<file path="config.mk">
export PLATFORM = sky130hd
export DESIGN_NAME = buffer_read_controller_multi
export DESIGN_NICKNAME = d
export VERILOG_FILES = /design/src/rtl/brc_pkg.sv /design/src/rtl/brc_wrap_counter.sv /design/src/rtl/buffer_read_controller_multi.sv
export SDC_FILE = /design/constraint.sdc
export NUM_CORES = 1
export LEC_CHECK = 0
export ABC_AREA = 1
export CAP_MARGIN = 20
export CELL_PAD_IN_SITES_DETAIL_PLACEMENT = 1
export CELL_PAD_IN_SITES_GLOBAL_PLACEMENT = 1
export CORE_MARGIN = 2
export CORE_UTILIZATION = 33
export DETAILED_ROUTE_END_ITERATION = 10
export HOLD_SLACK_MARGIN = 0.03
export PLACE_DENSITY_LB_ADDON = 0.1
export SLEW_MARGIN = 20
export SYNTH_ARGS = -nofsm -noshare
export SYNTH_HDL_FRONTEND = slang
export SYNTH_SLANG_ARGS = --single-unit
export TNS_END_PERCENT = 5
</file>
<file path="constraint.sdc">
create_clock -name clk -period 1.4 [get_ports clk]
set_input_delay 0.14 -clock clk [delete_from_list [all_inputs] [get_ports clk]]
set_output_delay 0.14 -clock clk [all_outputs]
set_load 0.02 [all_outputs]
</file>
<file path="src/rtl/brc_pkg.sv">
// -----------------------------------------------------------------------------
// brc_pkg
//   Shared definitions for the multi-channel buffer read controller:
//   FSM state encoding, stall-counter width and a clog2 helper used to size
//   the channel index.
// -----------------------------------------------------------------------------
package brc_pkg;

  typedef enum logic [1:0] {
    IDLE = 2'd0,
    READ = 2'd1,
    DONE = 2'd2
  } brc_state_e;

  localparam int STALL_CNT_W = 16;

  // Ceiling log2, never below 1 so a single-channel build still has a
  // 1-bit channel index.
  function automatic int clog2(input int value);
    int r;
    r = 0;
    while ((32'sd1 << r) < value) begin
      r = r + 1;
    end
    if (r < 1) begin
      r = 1;
    end
    return r;
  endfunction

endpackage : brc_pkg

</file>
<file path="src/rtl/brc_wrap_counter.sv">
// -----------------------------------------------------------------------------
// brc_wrap_counter
//   Up-counter that wraps from a runtime maximum back to zero.
//   Ports:
//     clk   in   clock, rising edge
//     rst   in   asynchronous active-high reset (count -> 0)
//     clr   in   synchronous clear, has priority over en
//     en    in   advance by one
//     max   in   last value before wrapping
//     pout  out  current count (registered)
//     co    out  carry-out: en while the count sits at max
// -----------------------------------------------------------------------------
module brc_wrap_counter #(
  parameter int WIDTH = 4
) (
  input  logic             clk,
  input  logic             rst,
  input  logic             clr,
  input  logic             en,
  input  logic [WIDTH-1:0] max,
  output logic [WIDTH-1:0] pout,
  output logic             co
);

  logic [WIDTH-1:0] cnt_q;
  logic             at_max_s;

  assign at_max_s = (cnt_q == max);
  assign co       = en & at_max_s;
  assign pout     = cnt_q;

  // Count register: clear, wrap at max, or increment.
  always_ff @(posedge clk or posedge rst) begin
    if (rst) begin
      cnt_q <= '0;
    end else if (clr) begin
      cnt_q <= '0;
    end else if (en) begin
      if (at_max_s) begin
        cnt_q <= '0;
      end else begin
        cnt_q <= cnt_q + WIDTH'(1);
      end
    end else begin
      cnt_q <= cnt_q;
    end
  end

endmodule : brc_wrap_counter

</file>
<file path="src/rtl/buffer_read_controller_multi.sv">
// -----------------------------------------------------------------------------
// buffer_read_controller_multi
//   Loads ch_in channels of len_in words each from the filter buffer into the
//   PE scratchpads after an init pulse. Address runs 0..len-1 per channel,
//   then the channel index advances, without a bubble between channels.
//   Optional feature macro: BRC_STALL_CNT_EN adds stall_cnt, a saturating
//   count of READ cycles spent with stall asserted.
//   Ports:
//     clk, rst            clock / asynchronous active-high reset
//     init                start or restart; latches (clamped) len_in, ch_in
//     len_in, ch_in       words per channel / channels to load
//     valid, stall        buffer word available / downstream stall
//     ren_buf, wen_spad   combinational beat strobes
//     spad_waddr,spad_sel registered word address / channel index
//     busy, valid_end     in READ / in IDLE
//     done                one cycle in DONE after a completed load
//     stall_cnt           (BRC_STALL_CNT_EN only) stalled READ cycles
// -----------------------------------------------------------------------------
module buffer_read_controller_multi
  import brc_pkg::*;
#(
  parameter int SPAD_ADDR_WIDTH = 4,
  parameter int SPAD_DEPTH      = 16,
  parameter int NUM_CH          = 4,
  parameter int CH_WIDTH        = clog2(NUM_CH)
) (
  input  logic                       clk,
  input  logic                       rst,
  input  logic                       init,
  input  logic [SPAD_ADDR_WIDTH:0]   len_in,
  input  logic [CH_WIDTH:0]          ch_in,
  input  logic                       valid,
  input  logic                       stall,
  output logic                       ren_buf,
  output logic                       wen_spad,
  output logic [SPAD_ADDR_WIDTH-1:0] spad_waddr,
  output logic [CH_WIDTH-1:0]        spad_sel,
  output logic                       busy,
  output logic                       valid_end,
`ifdef BRC_STALL_CNT_EN
  output logic [STALL_CNT_W-1:0]     stall_cnt,
`endif
  output logic                       done
);

  localparam logic [SPAD_ADDR_WIDTH:0] DEPTH_C = SPAD_DEPTH[SPAD_ADDR_WIDTH:0];
  localparam logic [CH_WIDTH:0]        NCH_C   = NUM_CH[CH_WIDTH:0];

  brc_state_e                 state_q;
  // Lengths are kept as "last index" so they feed the counters' max directly;
  // a full-depth length (e.g. 16 in 4 bits) becomes all-ones.
  logic [SPAD_ADDR_WIDTH-1:0] len_m1_q;
  logic [CH_WIDTH-1:0]        chn_m1_q;
  logic [SPAD_ADDR_WIDTH:0]   len_d;
  logic [CH_WIDTH:0]          chn_d;
  logic                       zero_size_s;
  logic                       beat_s;
  logic                       addr_co_s;
  logic                       ch_co_s;

  // Clamp the requested size to what the scratchpads can hold.
  always_comb begin
    len_d = len_in;
    chn_d = ch_in;
    if (len_in > DEPTH_C) begin
      len_d = DEPTH_C;
    end else begin
      len_d = len_in;
    end
    if (ch_in > NCH_C) begin
      chn_d = NCH_C;
    end else begin
      chn_d = ch_in;
    end
  end

  assign zero_size_s = (len_d == '0) || (chn_d == '0);

  // init owns its cycle: it restarts the load, so no word moves alongside it.
  assign beat_s = (state_q == READ) & valid & ~stall & ~init;

  brc_wrap_counter #(.WIDTH(SPAD_ADDR_WIDTH)) u_addr_cnt (
    .clk  (clk),
    .rst  (rst),
    .clr  (init),
    .en   (beat_s),
    .max  (len_m1_q),
    .pout (spad_waddr),
    .co   (addr_co_s)
  );

  // Channel advances only on the beat that writes the last word of a channel.
  brc_wrap_counter #(.WIDTH(CH_WIDTH)) u_ch_cnt (
    .clk  (clk),
    .rst  (rst),
    .clr  (init),
    .en   (addr_co_s),
    .max  (chn_m1_q),
    .pout (spad_sel),
    .co   (ch_co_s)
  );

  // Load FSM and size latches.
  always_ff @(posedge clk or posedge rst) begin
    if (rst) begin
      state_q  <= IDLE;
      len_m1_q <= '0;
      chn_m1_q <= '0;
    end else if (init) begin
      len_m1_q <= len_d[SPAD_ADDR_WIDTH-1:0] - SPAD_ADDR_WIDTH'(1);
      chn_m1_q <= chn_d[CH_WIDTH-1:0] - CH_WIDTH'(1);
      state_q  <= zero_size_s ? DONE : READ;
    end else begin
      len_m1_q <= len_m1_q;
      chn_m1_q <= chn_m1_q;
      case (state_q)
        IDLE:    state_q <= IDLE;
        READ:    state_q <= (addr_co_s & ch_co_s) ? DONE : READ;
        DONE:    state_q <= IDLE;
        default: state_q <= IDLE;
      endcase
    end
  end

  assign ren_buf   = beat_s;
  assign wen_spad  = beat_s;
  assign busy      = (state_q == READ);
  assign valid_end = (state_q == IDLE);
  assign done      = (state_q == DONE);

`ifdef BRC_STALL_CNT_EN
  logic [STALL_CNT_W-1:0] stall_cnt_q;

  // Saturating count of stalled READ cycles; restarts with each init.
  always_ff @(posedge clk or posedge rst) begin
    if (rst) begin
      stall_cnt_q <= '0;
    end else if (init) begin
      stall_cnt_q <= '0;
    end else if ((state_q == READ) && stall && (stall_cnt_q != 16'hFFFF)) begin
      stall_cnt_q <= stall_cnt_q + 16'd1;
    end else begin
      stall_cnt_q <= stall_cnt_q;
    end
  end

  assign stall_cnt = stall_cnt_q;
`endif

endmodule : buffer_read_controller_multi

</file>
Yosys cells after proc, flatten, opt, wreduce, memory -nomap -nowiden
Index checks and enable logic that the tools add are counted.
{"block": "op_classes", "add_sub_neg": 4, "n_lt_le_gt_ge": 2, "eq_ne": 4, "muxes": 12, "n_bitwise": 8, "n_reduce_logical": 6}
{"cell": "$mux W2", "count": 7}
{"cell": "$mux W4", "count": 3}
{"cell": "$and A1 B1 Y1", "count": 6}
{"cell": "$gt A5 B5 Y1 const B", "count": 1}
{"cell": "$logic_not A5 Y1", "count": 1}
{"cell": "$mux W5", "count": 1}
{"cell": "$add A4 B1 Y4 const B", "count": 1}
{"cell": "$eq A4 B4 Y1", "count": 1}
{"cell": "$reduce_bool A2 Y1", "count": 2}
{"cell": "$sub A4 B1 Y4 const B", "count": 1}
{"cell": "$gt A3 B3 Y1 const B", "count": 1}
{"cell": "$logic_not A3 Y1", "count": 1}
{"cell": "$mux W3", "count": 1}
{"cell": "$add A2 B1 Y2 const B", "count": 1}
{"cell": "$eq A2 B1 Y1 const B", "count": 1}
{"cell": "$eq A2 B2 Y1", "count": 1}
{"cell": "$eq A2 B2 Y1 const B", "count": 1}
{"cell": "$logic_not A2 Y1", "count": 1}
{"cell": "$not A1 Y1", "count": 2}
{"cell": "$sub A2 B1 Y2 const B", "count": 1}
{"cell": "$logic_or A1 B1 Y1", "count": 1}
{"block": "totals", "regBits": 14, "inputBits": 13, "output_inout_bits": 11}

Depth between registers and ports, before layout
{"block": "depth", "ltp_word": 10, "ltp_mapped": 9, "depth_no_buf": 9}

Cells and area by module
Synthesis repeated with hierarchy kept, for this count alone.
{"block": "hier_totals", "cells_unflattened": 138, "hier_area_um2": 954.7}
{"mod": "buffer_read_controller_multi", "instances": 1, "cells_each": 62, "area_each_um2": 490.5, "seq_area_each_um2": 200.2}
{"mod": "brc_wrap_counter (u_addr_cnt)", "instances": 1, "cells_each": 50, "area_each_um2": 310.3, "seq_area_each_um2": 100.1}
{"mod": "brc_wrap_counter (u_ch_cnt)", "instances": 1, "cells_each": 26, "area_each_um2": 153.9, "seq_area_each_um2": 50.0}

Worst setup path after synthesis
OpenSTA, ideal clock, no wires.
{"block": "synth_timing", "kind": "reg2reg", "startpoint": "register state_q[1]", "endpoint": "register state_q[0]", "setup_time_ps": 117, "arrival_time_ps": 1122, "path_slack_ps": 161, "stages_incl_launch_ff": 7, "path_buffers": 0, "period_less_slack_ps": 1239, "cell_sequence": "dfrtp_1 -> nor2_4 -> nand2_4 -> nor2_8 -> nand4_1 -> nand2_1 -> nand2_1"}
{"block": "synth_via", "elab_chain_cells": 10}
{"item": "from (decl)", "line": "buffer_read_controller_multi.sv:49", "rtl": "brc_state_e state_q;"}
{"item": "from (signal assigned)", "line": "buffer_read_controller_multi.sv:112", "rtl": "state_q <= zero_size_s ? DONE : READ;"}
{"item": "from (signal assigned)", "line": "buffer_read_controller_multi.sv:118", "rtl": "READ: state_q <= (addr_co_s & ch_co_s) ? DONE : READ;"}
{"item": "$eq A2 B1 Y1 *"}
{"item": "named net busy", "line": "buffer_read_controller_multi.sv:38", "rtl": "output logic busy,"}
{"item": "$and A1 B1 Y1 * (3 in a row)", "line": "buffer_read_controller_multi.sv:80", "rtl": "assign beat_s = (state_q == READ) & valid & ~stall & ~init;"}
{"item": "named net ren_buf", "line": "buffer_read_controller_multi.sv:34", "rtl": "output logic ren_buf,"}
{"item": "$and A1 B1 Y1 *", "line": "brc_wrap_counter.sv:29", "rtl": "assign co = en & at_max_s;"}
{"item": "$and A1 B1 Y1", "line": "brc_wrap_counter.sv:29"}
{"item": "$and A1 B1 Y1 *", "line": "buffer_read_controller_multi.sv:118"}
{"item": "$mux W2 *", "line": "buffer_read_controller_multi.sv:118"}
{"item": "$mux W2 *", "line": "buffer_read_controller_multi.sv:116", "rtl": "case (state_q)"}
{"item": "$mux W2 *", "line": "buffer_read_controller_multi.sv:109", "rtl": "end else if (init) begin"}
The timed path passes the listed nets; every way through them passes the cells marked *.
A chain may end at the register's enable or synchronous reset.

Worst setup path after layout
{"block": "layout_timing", "startpoint": "register state_q[1]", "endpoint": "output port wen_spad"}
{"block": "layout_via", "elab_chain_cells": 4}
{"item": "$eq A2 B1 Y1", "line": "buffer_read_controller_multi.sv:80"}
{"item": "$and A1 B1 Y1 (3 in a row)", "line": "buffer_read_controller_multi.sv:80"}
{"item": "to (decl)", "line": "buffer_read_controller_multi.sv:35", "rtl": "output logic wen_spad,"}
No other way between the ends.

==> impl_metrics.yaml <==
placed_design:
  place_hpwl_um: 1910
  numPortBuffers: 23
  globalplace.congestion: 0.701
power_and_ir_drop:
  p_leak_nw: 0.693
  p_int_uw: 647
  power_frac_comb: 0.271
  seq_power_share: 0.476
  switching_share: 0.320
  switching_power_uw: 305
  p_clk_frac: 0.253
  ir_drop_v: 0.000380
  power.density_nw_per_um2: 751
  finalPower_uw: 951
clock_tree:
  clk_pin_slew_ns: 0.09
  tritoncts: "done"
  holdBufCountCts: 0
  cts_setup_buffers: 0
  clock_path_buffers: 2
  cts.sink_count: 14
  numCtsBuffers: 3
  h-tree-depth: 1
  clockRootBuffer: "clkbuf_4"
  insertion_delay_ns: 0.29
synth:
  synthAdderAreaFrac: 0.0411
  synth_cell_types: 24
  synth_nets: 138
  synth_xor_area_frac: 0.0384
  yosysTopAreaCell: "dfrtp_1"
  synthesis.area_um2: 913
  synthDominantCellAreaShare: 0.384
  synthMuxAreaShare: 0
  synth_cells: 122
  synth_compound_area_frac: 0.0781
  ys_seq_area_frac: 0.384
  ys_top_cells_by_area: "dfrtp_1, nand2_1, inv_1"
  synth_top_family_by_area: "simple AND/OR/NAND/NOR gates"
  synth_seq_cells: 14
  yosys.area_share.simple: 0.356
  post_synth.cell_area_avg_um2: 7.49
  synth_warnings: 0
sta:
  maxSlewHeadroom: 0.837
  tightest_slew_ns: 0.245
  fin_skew_ns: 0.00445
  finalCritPeriodShare: 0.961
  setup_viol: 0
  final_max_slew_viol_count: 0
  whs_ns: 0.146
  tns_ns: 0
  finalHoldViolations: 0
  fmax_ghz: 0.743
  fin_crit_ns: 1.35
status:
  run_status: "complete, no violations"
layout:
  fill_cells: 351
  most-common-layout-cells: "nand2_1, inv_1, dfrtp_1, buf_4, clkdlybuf4s50_1"
  final_common_cell: "nand2_1"
  nets: 177
  area_delta_synth_final_pct: 38.6
  antenna_cells: 0
  drive_gt1_frac: 0.239
global_route:
  grt_pass1_wl_um: 4120
  grt_max_degree: 15
  gr-usage-met2: 0.312
  first_global_vias: 957
  busiest_layer: "met2"
  gr-total-overflow: 0
  grtUsageMet3: 0.0230
  grt_use_total: 0.168
  grtUsageMet1: 0.189
  antenna_found_initial: 0
die:
  core_area_um2: 2690
  ios: 24
  fp.dieW_um: 56.6
  initial_core_util: 0.340
  row_count: 19
  fp.dieArea_um2: 3200
  die_y_um: 56.6
run:
  cap_violations: 0
route:
  vias_per_cell: 4.69
  drt_iter0_drc: 20
  first_pass_iters: 4
  wl_um: 2350
  ant_nets: 0
  post-route-drc-count: 0
  routedWlPerCell_um: 12.4
  via_count: 891
critical_path:
  cp.required_ns: 1.26
  worstSetupEndpoint: "wen_spad"
  arrival_ns: 1.21
  reg2reg_setup_slack_ns: 0.16
  path_max_fanout: 4
  crit_start: "state_q[1]$_DFF_PP0_"
  startpoint_type: "register"
  worstReg2RegStart: "u_addr_cnt.pout[0]$_DFFE_PP0P_"
  end_kind: "output port"
  r2r_end: "u_addr_cnt.pout[0]$_DFFE_PP0P_"
  criticalPathCategory: "reg -> out"
  rr_worst_depth: 7
hold_path:
  hp-class: "in -> async"
[through the flow]
step | worst slack (ns) | cell area (um^2) | util | instances
after global placement | -0.230 | 1260 | 0.471 | 187
after detailed placement | -0.293 | 1260 | 0.471 | 187
after floorplan | 0.161 | 913 | - | 122
final | 0.0545 | 1270 | 0.471 | 190
after CTS | -0.116 | 1280 | 0.476 | 190
after global routing | -0.00177 | 1270 | 0.471 | 190
[worst max-delay path, cell delays in order (launching register included)]
cell      delay (ns)
dfrtp_1         0.41
nor2_4          0.15
nand2_4         0.08
nor2_8          0.10
clkbuf_2        0.17
[logic make-up after synthesis]
group | after synthesis
and+or+nand+nor | 68
buffers and inverters | 22
DFF | 14
AOI/OAI and AO/OA | 11
xor gates and xnor gates | 4
adders and majority gates | 3
[synthesized netlist by cell type]
library cell  instances
nor2_8                1
nand3_1               6
nand3_4               1
nor2_1                8
xor2_1                3
buf_4                 2
dfrtp_1              14
nand2_1              45
nand2_2               1
xnor2_1               1
a21oi_1               1
inv_2                 1
o21ai_0               5
nand2_4               1
nor2_2                1
nand4_1               2
a41oi_1               1
inv_1                17
ha_1                  3
clkinv_2              1
nor2_4                2
inv_4                 1
o21ai_2               3
a31oi_1               1
[registers in the layout (all words and copies together) (netlist names)]
name             flops
chn_m1_q             2
len_m1_q             4
state_q              2
u_addr_cnt.pout      4
u_ch_cnt.pout        2
[power by group through the flow]
stage	clock [mW]	sequential (mW)	combinational (mW)
floorplan	0	0.460	0.146
global placement	0	0.459	0.258
detailed placement	0	0.462	0.270
CTS	0.249	0.454	0.265
global route	0.264	0.458	0.291
finish	0.240	0.453	0.258
[worst min path at each step]
stage / depth (start not counted) / end / start
after floorplan: 1 / chn_m1_q[0]$_DFFE_PP0P_ / rst
after detailed placement: 3 / chn_m1_q[0]$_DFFE_PP0P_ / rst
after CTS: 3 / len_m1_q[2]$_DFFE_PP0P_ / rst
final: 3 / len_m1_q[0]$_DFFE_PP0P_ / rst
after global routing: 3 / len_m1_q[1]$_DFFE_PP0P_ / rst
after global placement: 3 / chn_m1_q[1]$_DFFE_PP0P_ / rst
[metal layers]
metal,wire length [um],vias to the layer above
met5,0,-
met2,1200,24
met1,984,408
li1,-,454
met3,114,5
met4,48,0
[cell type report]
cell class	instances	area (um^2)	area share
multi-input cells	86	479	0.378
well taps	31	38.8	0.0306
repair buffers	36	295	0.233
inverters	20	78.8	0.0623
flip-flops and latches	14	352	0.278
clock buffers	3	22.5	0.0178
[timing repair]
| item | 4_1_cts | 5_1_grt |
|---|---|---|
| pin swaps | 0 | 2 |
| endpoints found under the setup margin | 11 | 12 |
| gates resized for setup | 14 | 13 |
No activity file was read; power rests on OpenSTA's default activity.
